===== src/rtl/clock_pkg.sv =====
// Shared definitions for the digital-clock time-unit counters.
//   op_e        : operation code registered by the decode stage and
//                 consumed by the execute stage of unit_mod_counter.
//   DIGIT_RADIX : decimal radix used for tens/ones digit handling.
package clock_pkg;

  typedef enum logic [3:0] {
    OP_NONE     = 4'd0,
    OP_UP       = 4'd1,
    OP_DOWN     = 4'd2,
    OP_OFS_ADD  = 4'd3,
    OP_OFS_SUB  = 4'd4,
    OP_ONES_INC = 4'd5,
    OP_ONES_DEC = 4'd6,
    OP_TENS_INC = 4'd7,
    OP_TENS_DEC = 4'd8,
    OP_HALF     = 4'd9
  } op_e;

  localparam int unsigned DIGIT_RADIX = 32'd10;

endpackage


===== src/rtl/unit_mod_counter_if.sv =====
// Request/response bundle of one time-unit counter.
//   master : the controlling side (tick generator, editor, neighbour units)
//            drives the requests and observes value and pulses.
//   slave  : the counter itself.
// Requests : tick, edit_en, inc, dec, digit_sel, carry_in, borrow_in,
//            ofs_valid, ofs_neg, ofs_val[WIDTH], mode12, half_toggle.
// Responses: value[WIDTH], carry_out, borrow_out, err.
interface unit_mod_counter_if #(
  parameter int WIDTH = 7
) ();

  logic             tick;
  logic             edit_en;
  logic             inc;
  logic             dec;
  logic             digit_sel;
  logic             carry_in;
  logic             borrow_in;
  logic             ofs_valid;
  logic             ofs_neg;
  logic [WIDTH-1:0] ofs_val;
  logic             mode12;
  logic             half_toggle;
  logic [WIDTH-1:0] value;
  logic             carry_out;
  logic             borrow_out;
  logic             err;

  modport master (
    output tick, edit_en, inc, dec, digit_sel, carry_in, borrow_in,
           ofs_valid, ofs_neg, ofs_val, mode12, half_toggle,
    input  value, carry_out, borrow_out, err
  );

  modport slave (
    input  tick, edit_en, inc, dec, digit_sel, carry_in, borrow_in,
           ofs_valid, ofs_neg, ofs_val, mode12, half_toggle,
    output value, carry_out, borrow_out, err
  );

endinterface


===== src/rtl/unit_mod_counter_digit_split.sv =====
// digit_split: combinational binary-to-decimal-digit split.
//   value [WIDTH] in  : binary count
//   tens  [WIDTH] out : value / 10
//   ones  [4]     out : value % 10
// Also used by the display path.
module digit_split
  import clock_pkg::*;
#(
  parameter int WIDTH = 7
) (
  input  logic [WIDTH-1:0] value,
  output logic [WIDTH-1:0] tens,
  output logic [3:0]       ones
);

  // Four spare bits keep the radix constant representable for tiny WIDTH.
  localparam int XW = WIDTH + 4;
  localparam logic [XW-1:0] RADIX_X = XW'(DIGIT_RADIX);

  logic [XW-1:0] ext_s;
  logic [XW-1:0] quo_s;
  logic [XW-1:0] rem_s;
  logic          unused_s;

  // Divide by the radix; the remainder is the ones digit.
  always_comb begin
    ext_s = XW'(value);
    quo_s = ext_s / RADIX_X;
    rem_s = ext_s - (quo_s * RADIX_X);
  end

  assign tens     = quo_s[WIDTH-1:0];
  assign ones     = rem_s[3:0];
  assign unused_s = &{1'b0, quo_s[XW-1:WIDTH], rem_s[XW-1:4]};

endmodule


===== src/rtl/unit_mod_counter.sv =====
// unit_mod_counter: modulo-MODULUS time-unit counter (hours/minutes/seconds)
// with BCD digit editing, signed offset shifting and carry/borrow pulses.
//   clk   in : clock
//   reset in : synchronous active-high reset
//   bus      : unit_mod_counter_if.slave (requests in, value/pulses out)
// Two stages: decode arbitrates the requests into one registered op code,
// execute applies it to the registered value and registers the pulses.
// Optional build macro UNIT_MOD_COUNTER_HALF12_EN adds 12-hour editing
// (mode12 / half_toggle); without it those inputs are ignored.
module unit_mod_counter
  import clock_pkg::*;
#(
  parameter int MODULUS = 24,
  parameter int WIDTH   = 7
) (
  input  logic            clk,
  input  logic            reset,
  unit_mod_counter_if.slave bus
);

  // Internal arithmetic width: at least WIDTH+1, and never below 8 so the
  // radix and all sums up to 2*MODULUS stay representable.
  localparam int XW = (WIDTH >= 7) ? (WIDTH + 1) : 8;
  localparam logic [XW-1:0] ZERO_X  = XW'(0);
  localparam logic [XW-1:0] ONE_X   = XW'(1);
  localparam logic [XW-1:0] MOD_X   = XW'(MODULUS);
  localparam logic [XW-1:0] RADIX_X = XW'(DIGIT_RADIX);
  localparam logic [XW-1:0] NINE_X  = XW'(DIGIT_RADIX - 1);

  op_e              op_s;
  op_e              op_r;
  logic [WIDTH-1:0] ofs_r;
  logic [WIDTH-1:0] value_r;
  logic             carry_r;
  logic             borrow_r;
  logic             err_r;

  logic [WIDTH-1:0] tens_s;
  logic [3:0]       ones_s;

  logic [XW-1:0] v_s;
  logic [XW-1:0] ofs_x_s;
  logic [XW-1:0] ones_x_s;
  logic [XW-1:0] base_s;
  logic [XW-1:0] room_s;
  logic [XW-1:0] lim_s;
  logic [XW-1:0] sum_s;
  logic [XW-1:0] tdk_s;
  logic [XW-1:0] ones_inc_s;
  logic [XW-1:0] ones_dec_s;
  logic [XW-1:0] tens_inc_s;
  logic [XW-1:0] tens_dec_s;
  logic [XW-1:0] nxt_s;
  logic          carry_s;
  logic          borrow_s;
  logic          err_s;
  logic          unused_s;

`ifdef UNIT_MOD_COUNTER_HALF12_EN
  localparam logic [XW-1:0] HALF_X = XW'(MODULUS / 2);
  logic          mode12_r;
  logic [XW-1:0] half_lo_s;
  logic [XW-1:0] half_hi_s;
  logic [XW-1:0] half_inc_s;
  logic [XW-1:0] half_dec_s;
  logic [XW-1:0] half_flip_s;
`endif

  digit_split #(.WIDTH(WIDTH)) u_digit_split (
    .value (value_r),
    .tens  (tens_s),
    .ones  (ones_s)
  );

  // Stage 1: fixed-priority arbitration; losing requests are dropped.
  always_comb begin
    op_s = OP_NONE;
    if (bus.tick && !bus.edit_en) begin
      op_s = OP_UP;
    end else if (bus.carry_in) begin
      op_s = OP_UP;
    end else if (bus.borrow_in) begin
      op_s = OP_DOWN;
    end else if (bus.ofs_valid) begin
      op_s = bus.ofs_neg ? OP_OFS_SUB : OP_OFS_ADD;
`ifdef UNIT_MOD_COUNTER_HALF12_EN
    end else if (bus.edit_en && bus.half_toggle) begin
      op_s = OP_HALF;
`endif
    end else if (bus.edit_en && bus.inc) begin
      op_s = bus.digit_sel ? OP_TENS_INC : OP_ONES_INC;
    end else if (bus.edit_en && bus.dec) begin
      op_s = bus.digit_sel ? OP_TENS_DEC : OP_ONES_DEC;
    end else begin
      op_s = OP_NONE;
    end
  end

  // Stage 1 register: op code plus the operands the execute stage needs.
  always_ff @(posedge clk) begin
    if (reset) begin
      op_r     <= OP_NONE;
      ofs_r    <= '0;
`ifdef UNIT_MOD_COUNTER_HALF12_EN
      mode12_r <= 1'b0;
`endif
    end else begin
      op_r     <= op_s;
      ofs_r    <= bus.ofs_val;
`ifdef UNIT_MOD_COUNTER_HALF12_EN
      mode12_r <= bus.mode12;
`endif
    end
  end

  // Candidate results for every edit operation, all on the current value.
  always_comb begin
    v_s      = XW'(value_r);
    ofs_x_s  = XW'(ofs_r);
    ones_x_s = XW'(ones_s);
    base_s   = XW'(tens_s) * RADIX_X;
    sum_s    = v_s + ofs_x_s;
    // Highest ones digit still below MODULUS under the current tens digit.
    room_s   = MOD_X - ONE_X - base_s;
    lim_s    = (room_s > NINE_X) ? NINE_X : room_s;
    // Number of tens that fit on top of the ones digit below MODULUS.
    tdk_s    = (MOD_X - ONE_X - ones_x_s) / RADIX_X;
    ones_inc_s = base_s + ((ones_x_s == lim_s) ? ZERO_X : (ones_x_s + ONE_X));
    ones_dec_s = base_s + ((ones_x_s == ZERO_X) ? lim_s : (ones_x_s - ONE_X));
    tens_inc_s = ((v_s + RADIX_X) < MOD_X) ? (v_s + RADIX_X) : ones_x_s;
    if (v_s >= RADIX_X) begin
      tens_dec_s = v_s - RADIX_X;
    end else if (ones_x_s < MOD_X) begin
      tens_dec_s = ones_x_s + (tdk_s * RADIX_X);
    end else begin
      tens_dec_s = v_s;
    end
  end

`ifdef UNIT_MOD_COUNTER_HALF12_EN
  // 12-hour helpers: step within the current half, or jump to the other half.
  always_comb begin
    half_lo_s   = (v_s < HALF_X) ? ZERO_X : HALF_X;
    half_hi_s   = half_lo_s + HALF_X - ONE_X;
    half_inc_s  = (v_s == half_hi_s) ? half_lo_s : (v_s + ONE_X);
    half_dec_s  = (v_s == half_lo_s) ? half_hi_s : (v_s - ONE_X);
    half_flip_s = (v_s < HALF_X) ? (v_s + HALF_X) : (v_s - HALF_X);
  end
`endif

  // Stage 2: next value and pulses from the registered op code.
  always_comb begin
    nxt_s    = v_s;
    carry_s  = 1'b0;
    borrow_s = 1'b0;
    err_s    = 1'b0;
    case (op_r)
      OP_UP: begin
        if (v_s == (MOD_X - ONE_X)) begin
          nxt_s   = ZERO_X;
          carry_s = 1'b1;
        end else begin
          nxt_s = v_s + ONE_X;
        end
      end
      OP_DOWN: begin
        if (v_s == ZERO_X) begin
          nxt_s    = MOD_X - ONE_X;
          borrow_s = 1'b1;
        end else begin
          nxt_s = v_s - ONE_X;
        end
      end
      OP_OFS_ADD: begin
        if (ofs_x_s >= MOD_X) begin
          err_s = 1'b1;
        end else if (sum_s >= MOD_X) begin
          nxt_s   = sum_s - MOD_X;
          carry_s = 1'b1;
        end else begin
          nxt_s = sum_s;
        end
      end
      OP_OFS_SUB: begin
        if (ofs_x_s >= MOD_X) begin
          err_s = 1'b1;
        end else if (v_s < ofs_x_s) begin
          nxt_s    = v_s + MOD_X - ofs_x_s;
          borrow_s = 1'b1;
        end else begin
          nxt_s = v_s - ofs_x_s;
        end
      end
`ifdef UNIT_MOD_COUNTER_HALF12_EN
      OP_ONES_INC: nxt_s = mode12_r ? half_inc_s : ones_inc_s;
      OP_ONES_DEC: nxt_s = mode12_r ? half_dec_s : ones_dec_s;
      OP_TENS_INC: nxt_s = mode12_r ? half_inc_s : tens_inc_s;
      OP_TENS_DEC: nxt_s = mode12_r ? half_dec_s : tens_dec_s;
      OP_HALF:     nxt_s = half_flip_s;
`else
      OP_ONES_INC: nxt_s = ones_inc_s;
      OP_ONES_DEC: nxt_s = ones_dec_s;
      OP_TENS_INC: nxt_s = tens_inc_s;
      OP_TENS_DEC: nxt_s = tens_dec_s;
`endif
      default: nxt_s = v_s;
    endcase
  end

  // Stage 2 register: value and one-cycle pulses.
  always_ff @(posedge clk) begin
    if (reset) begin
      value_r  <= '0;
      carry_r  <= 1'b0;
      borrow_r <= 1'b0;
      err_r    <= 1'b0;
    end else begin
      value_r  <= nxt_s[WIDTH-1:0];
      carry_r  <= carry_s;
      borrow_r <= borrow_s;
      err_r    <= err_s;
    end
  end

  assign bus.value      = value_r;
  assign bus.carry_out  = carry_r;
  assign bus.borrow_out = borrow_r;
  assign bus.err        = err_r;

`ifdef UNIT_MOD_COUNTER_HALF12_EN
  assign unused_s = &{1'b0, nxt_s[XW-1:WIDTH]};
`else
  assign unused_s = &{1'b0, nxt_s[XW-1:WIDTH], bus.mode12, bus.half_toggle};
`endif

endmodule


===== src/flat_wrapper.sv =====
// flat-port wrapper written by rule: the top's interface ports become plain ports
module unit_mod_counter_flat import clock_pkg::*;
#(
  parameter int MODULUS = 24,
  parameter int WIDTH   = 7
)
  (clk, reset, bus_tick, bus_edit_en, bus_inc, bus_dec, bus_digit_sel, bus_carry_in, bus_borrow_in, bus_ofs_valid, bus_ofs_neg, bus_ofs_val, bus_mode12, bus_half_toggle, bus_value, bus_carry_out, bus_borrow_out, bus_err);
  unit_mod_counter_if #(.WIDTH(WIDTH)) bus_i ();
  input  logic clk;
  input  logic reset;
  input wire logic [$bits(bus_i.tick)-1:0] bus_tick;
  input wire logic [$bits(bus_i.edit_en)-1:0] bus_edit_en;
  input wire logic [$bits(bus_i.inc)-1:0] bus_inc;
  input wire logic [$bits(bus_i.dec)-1:0] bus_dec;
  input wire logic [$bits(bus_i.digit_sel)-1:0] bus_digit_sel;
  input wire logic [$bits(bus_i.carry_in)-1:0] bus_carry_in;
  input wire logic [$bits(bus_i.borrow_in)-1:0] bus_borrow_in;
  input wire logic [$bits(bus_i.ofs_valid)-1:0] bus_ofs_valid;
  input wire logic [$bits(bus_i.ofs_neg)-1:0] bus_ofs_neg;
  input wire logic [$bits(bus_i.ofs_val)-1:0] bus_ofs_val;
  input wire logic [$bits(bus_i.mode12)-1:0] bus_mode12;
  input wire logic [$bits(bus_i.half_toggle)-1:0] bus_half_toggle;
  output wire logic [$bits(bus_i.value)-1:0] bus_value;
  output wire logic [$bits(bus_i.carry_out)-1:0] bus_carry_out;
  output wire logic [$bits(bus_i.borrow_out)-1:0] bus_borrow_out;
  output wire logic [$bits(bus_i.err)-1:0] bus_err;
  assign bus_i.tick = bus_tick;
  assign bus_i.edit_en = bus_edit_en;
  assign bus_i.inc = bus_inc;
  assign bus_i.dec = bus_dec;
  assign bus_i.digit_sel = bus_digit_sel;
  assign bus_i.carry_in = bus_carry_in;
  assign bus_i.borrow_in = bus_borrow_in;
  assign bus_i.ofs_valid = bus_ofs_valid;
  assign bus_i.ofs_neg = bus_ofs_neg;
  assign bus_i.ofs_val = bus_ofs_val;
  assign bus_i.mode12 = bus_mode12;
  assign bus_i.half_toggle = bus_half_toggle;
  assign bus_value = bus_i.value;
  assign bus_carry_out = bus_i.carry_out;
  assign bus_borrow_out = bus_i.borrow_out;
  assign bus_err = bus_i.err;
  unit_mod_counter #(.MODULUS(MODULUS), .WIDTH(WIDTH)) u_core (.clk(clk), .reset(reset), .bus(bus_i));
endmodule

===== config.mk =====
export PLATFORM = sky130hd
export DESIGN_NAME = unit_mod_counter_flat
export DESIGN_NICKNAME = d
export VERILOG_FILES = /design/src/rtl/clock_pkg.sv /design/src/rtl/unit_mod_counter_if.sv /design/src/rtl/unit_mod_counter_digit_split.sv /design/src/rtl/unit_mod_counter.sv /design/src/flat_wrapper.sv
export SDC_FILE = /design/constraint.sdc
export NUM_CORES = 1
export LEC_CHECK = 0
export ABC_CLOCK_PERIOD_IN_PS = 15000
export BUFFER_PORTS_ARGS = -buffer_cell sky130_fd_sc_hd__clkbuf_2
export CAP_MARGIN = 40
export CORE_MARGIN = 2
export CORE_UTILIZATION = 55
export DETAILED_ROUTE_END_ITERATION = 6
export PLACE_DENSITY_LB_ADDON = 0.1
export SLEW_MARGIN = 15
export SYNTH_ARGS = -nofsm -noshare
export SYNTH_HDL_FRONTEND = slang
export SYNTH_SLANG_ARGS = --single-unit

===== constraint.sdc =====
create_clock -name clk -period 15 [get_ports clk]
set_input_delay 3 -clock clk [delete_from_list [all_inputs] [get_ports clk]]
set_output_delay 3 -clock clk [all_outputs]
set_load 0.02 [all_outputs]

## Word-level counts from Yosys, hierarchy flattened

Index checks and enable logic that the tools add are counted.

| word-level totals | value |
|---|---|
| input bits | 20 |
| register bits after elaboration | 21 |
| word-level logic and storage cells | 91 |
| output and inout bits | 10 |

| operators by class | value |
|---|---|
| reductions and logical operators | 12 |
| eq/ne operators | 12 |
| add/sub/neg operators | 17 |
| multipliers | 3 |
| muxes and demuxes | 30 |
| div/mod/pow operators | 2 |
| bitwise gates (word level) | 1 |
| magnitude comparators | 6 |

Operators with widths:

| cell | count |
|---|---|
| $mux 7 | 10 |
| $pmux 7 s8 | 1 |
| $eq 4x3->1 const B | 4 |
| $mux 4 | 4 |
| $add 7x7->7 | 2 |
| $sub 7x7->7 | 2 |
| $div 7x4->11 const B | 1 |
| $mul 11x3->3 const B | 1 |
| $mux 1 | 9 |
| $add 7x4->8 const B | 1 |
| $add 7x7->8 | 1 |
| $div 8x4->8 const B | 1 |
| $eq 4x2->1 const B | 2 |
| $eq 4x8->1 | 1 |
| $ge 8x5->1 const B | 1 |
| $gt 8x4->1 const B | 1 |
| $logic_not 8->1 | 1 |
| $lt 8x5->1 const B | 1 |
| $mul 8x3->6 const B | 1 |
| $mux 8 | 1 |
| $reduce_bool 8->1 | 1 |
| $sub 5x8->8 const A | 1 |
| $add 4x7->7 | 1 |
| $add 7x1->7 const B | 1 |
| 27 further kinds | 33 |

## Logic depth before layout (Yosys ltp)

| depth | value |
|---|---|
| word-level depth | 9 |
| mapped depth | 43 |
| gate-level depth less buffers | 40 |

## Cells and area by module

A second synthesis with hierarchy kept.

| second synthesis, totals | value |
|---|---|
| cell total of the unflattened synthesis | 584 |
| area, all modules | 4,367.9 µm² |

Modules (own cells, without submodules):

| module | area each (µm²) | sequential area each (µm²) | cells each | instances |
|---|---|---|---|---|
| unit_mod_counter | 3,781.1 | 420.4 | 502 | 1 |
| digit_split | 586.8 | 0.0 | 82 | 1 |

## Worst setup path after synthesis

Ideal clock, no wire load.

| path | value |
|---|---|
| path kind | reg2reg |
| start | register u_core.value_r[1], in the netlist u_core.bus.value[1] |
| end | register u_core.value_r[5], in the netlist u_core.bus.value[5] |
| path slack | 6.877 ns |
| setup time | 0.134 ns |
| period minus slack after synthesis | 8.123 ns |
| cell stages (with the launch flop) | 41 |
| arrival | 7.989 ns |
| data required time | 14.866 ns |
| path buffers | 1 |
| cells stage by stage | dfxtp_1 -> inv_1 -> ha_1 -> nor4b_2 -> o221ai_2 -> a311o_1 -> buf_6 -> nor3_1 -> or4_1 -> inv_1 -> ha_1 -> or3b_2 -> a21oi_1 -> o211ai_1 -> a31o_1 -> a211oi_2 -> o21ai_0 -> ha_1 -> [5 not listed] -> nor2_1 -> o41ai_1 -> nor3_1 -> o21ai_1 -> a2111oi_2 -> a21oi_1 -> ha_1 -> inv_1 -> fa_1 -> inv_1 -> a21o_1 -> a21oi_1 -> xnor2_1 -> nand2_1 -> o2111ai_1 -> a211o_1 -> a211oi_1 -> nor4_1 |

| between the ends | value |
|---|---|
| word-level cells in the longest chain between the ends | 9 |
| elaborated cells between the ends (all ways) | 43 |
| classes of those cells | add/sub (17); mul (3); div (2); order compare (5); eq/ne (2); mux (12); reduce/logical (2) |

Ends and longest elaborated chain:

| element | RTL line | text |
|---|---|---|
| from (decl) | unit_mod_counter.sv:33 | `logic [WIDTH-1:0] value_r;` |
| from (signal assigned) | unit_mod_counter.sv:218 | `value_r <= nxt_s[WIDTH-1:0];` |
| $div 7x4->11 | unit_mod_counter_digit_split.sv:28 | `quo_s = ext_s / RADIX_X;` |
| $mul 11x3->3 / $mul 7x3->7 (equally long branches) | unit_mod_counter_digit_split.sv:29, unit_mod_counter.sv:121 |  |
| $sub 4x4->4 / $sub 5x8->8 (equally long branches) | unit_mod_counter_digit_split.sv:29, unit_mod_counter.sv:124 |  |
| $sub 5x4->6 / $gt 8x4->1 (equally long branches) | unit_mod_counter.sv:127, unit_mod_counter.sv:125 |  |
| $div 8x4->8 / $mux 8 (equally long branches) | unit_mod_counter.sv:127, unit_mod_counter.sv:125 |  |
| $mul 8x3->6 / $eq 4x8->1 (equally long branches) | unit_mod_counter.sv:134, unit_mod_counter.sv:128 |  |
| $add 4x7->7 / $mux 7 (equally long branches) | unit_mod_counter.sv:134, unit_mod_counter.sv:128 |  |
| $mux 7 / $add 7x7->7 (equally long branches) | unit_mod_counter.sv:131, unit_mod_counter.sv:128 |  |
| $pmux 7 s8 * | unit_mod_counter.sv:157 | `case (op_r)` |

Every way passes the cells marked *; elsewhere a longest branch is shown, timed or not. The select of a mux whose other input is x is not followed.
A chain may end at the register's enable or synchronous reset.

## Final worst setup path

| path | value |
|---|---|
| start | register u_core.value_r[4], in the netlist u_core.bus.value[4] |
| end | register u_core.value_r[5], in the netlist u_core.bus.value[5] |

Same word-level chain as after synthesis.

==> summary.md <==
| Metric | Value |
|---|---|
| Status | complete, no violations |
| Number of synthesized flops with an enable pin | 0 |
| Crit path top cell by count | ha_1 |
| Layout area overhead | 6.27% |
| Root buffer cell | clkbuf_8 |
| Setup violators final | 0 |
| CTS resizes | 0 |
| DIE HEIGHT | slightly below 90 µm |
| Vias post-DR | 3776 |
| DRT Wirelength | 10100 µm |
| CTS Buf Count | 3 |
| Critical Path RT | approximately 15000 ps |
| Final Hold Fails | 0 |
| Placed Area | a little over 4000 µm² |
| Cell at the slowest stage of the critical path | dfxtp_1 |
| Largest net degree at the start of global routing | 22 |
| Post-synth top area share | 0.173 |
| Drt drc | 0 |
| Sequential area share after synthesis | 0.110 |
| Critical path class | flip-flop to flip-flop |
| Worst-path maximum fanout | 21 |
| Drt wl/cell | 16.3 µm |
| Total iterations of the first detailed-routing run | 5 |
| Top-count cell post-synth | ha_1 |
| Slew headroom | 0.432 |
| #FFs+latches synth | 21 |
| Hold Crit Class | flip-flop to flip-flop |
| Cell taking the most area after synthesis | ha_1 |
| P per Cell Area | 201 nW/µm² |
| # Post-CTS Setup Buffers | 0 |
| WHS | 689 ps |
| Syn nets | 602 |
| Final weighted congestion in routability-driven placement | 0.899 |
| Final slew viol count | 0 |
| Top_reg_cell synth | dfxtp_1 |
| Syn Area/Cell | 7.37 µm² |
| Congestion Overflow GR | 0 |
| Slew @ Worst Pin | 851 ps |
| Std-Cell Rows | 30 |
| Critical Path Source Type | flip-flop |
| Reg clk slew, reported paths | 80 ps |
| Num Clock Sinks | 21 |
| Fill cells | 651 |
| First-pass GRT wire length | 16900 µm |
| Initial antenna violation count | 0 |
| Core ar. | approximately 6800 µm² |
| Initial Util | 0.567 |
| Most common library cells after synthesis | ha_1, a21oi_1, inv_1 |
| ANT nets after route | 0 |
| Critical Path Sink Type | flip-flop |
| CTS tree | done |
| Share of layout cells above drive strength 1 | 0.0953 |
| Yosys warning count | 0 |
| Final Skew | 4.73 ps |
| H-tree depth | 1 |
| CP peak stage delay | between 800 and 900 ps |
| Min Tclk post-route | just under 10000 ps |
| Fin nets | 618 |
| ANT cells | 0 |
| GRT Util Overall | 0.273 |
| F_max | slightly above 0.1 GHz |
| Post-Syn Instances | between 500 and 600 |
| Ports | 30 |
| Chip width | 87.5 µm |
| Leakage | 0.00180 µW |
| Post-DP HPWL | 7830 µm |
| Port Buffers | 27 |
| Final Cell Area | 4070 µm² |
| Yosys cell types | 65 |
| Vias per cell | 6.14 |
| Mapped cell area | roughly 3800 µm² |
| Critical Path AT | just under 10000 ps |
| # hold bufs at CTS | 0 |
| Die ar. | between 7000 and 8000 µm² |
| Peak supply drop | 0.102 mV |
| Max Cap Viol | 0 |
| Synth area leaders | ha_1, dfxtp_1, xnor2_1 |
| Vias in the first global route | 3525 |
| Asr flop ratio synth | 0 |
| Setup TNS | 0 ps |
| Later-pin clock latency in the skew report | 270 ps |
| Initial drt markers | approximately 280 |
| Tcrit/Tclk final | 0.645 |
| Maximum root-to-sink buffer count | 2 |
| RSZ-0062 raised after global routing | false |
[state kept, by name, summed over array words and instances (netlist names)]
register               cells
u_core.bus.value           7
u_core.ofs_r               7
u_core.bus.err             1
u_core.bus.carry_out       1
u_core.bus.borrow_out      1
u_core.op_r                4
[power breakdown]
part	switching, µW	total [µW]	internal (µW)
sequential	9.29	68.9	59.6
clock	20.1	38.6	18.6
combinational	415	711	296
total	445	819	374
[metrics by stage]
step | utilization | total power (µW) | std cells | setup slack, ps
floorplan | - | 624 | 520 | 6880
global placement | 0.595 | 752 | 610 | 5590
detailed placement | 0.596 | 769 | 611 | 5400
CTS | 0.603 | 812 | 615 | 5390
global route | 0.603 | 899 | 615 | 4730
finish | 0.603 | 819 | 615 | 5330
[critical path, delay by kind of cell (launching register included)]
kind                     cells  cell delay, ps
buffers and inverters        5             620
AND/OR/NAND/NOR             10            2460
XOR/XNOR                     1              90
flip-flops                   1             880
AO/OA/AOI/OAI               17            3750
adder cells (fa/ha/maj)      7            1740
[cell usage in the layout (no fill, tap or decap), drive strengths merged, types with 5 or more instances in the layout]
master	instances
ha	53
fa	9
nand2b	13
a211oi	7
dfxtp	21
a21oi	42
nand4	8
a31oi	10
inv	43
nor3	13
and3	5
buf	8
nor2	41
o21bai	7
nand3	13
o211ai	8
and2	5
a21o	8
xnor2	27
xor2	11
mux2i	8
o21ai	31
clkbuf	30
nor2b	17
nand2	39
[per-layer routing]
metal,part of all wire,vias to the layer above,global-route usage
li1,-,1887,-
met5,0,-,0
met4,0.016,0,0.0615
met3,0.044,17,0.0237
met2,0.49,122,0.476
met1,0.45,1750,0.363
[cell families after synthesis]
kind of cell / Yosys count / synth area share
buf+inv: 67 / 0.0686
xor+xnor: 38 / 0.0869
mux: 9 / 0.0238
simple gates: 172 / 0.230
flops: 21 / 0.110
fa+ha+maj: 63 / 0.223
compound gates: 150 / 0.258
[path summary, 6_finish.rpt]
path         slack [ps]                start                     to  depth (start not counted)
max                5330  u_core.bus.value[4]    u_core.bus.value[5]                         40
min                 690      u_core.ofs_r[5]  u_core.bus.borrow_out                          3
max reg2reg        5330  u_core.bus.value[4]    u_core.bus.value[5]                         40
min reg2reg         690      u_core.ofs_r[5]  u_core.bus.borrow_out                          3
[area by class of cell]
cell class,count,area [µm²],area share
multi-input combinational,432,3150,0.773
sequential,21,420,0.103
timing repair buffer,35,195,0.0479
inverter,43,161,0.0396
tap,80,100,0.0246
clock buffer,3,41.3,0.0101
clock inverter,1,5.00,0.00123
Power figures use the tool's default switching activity.
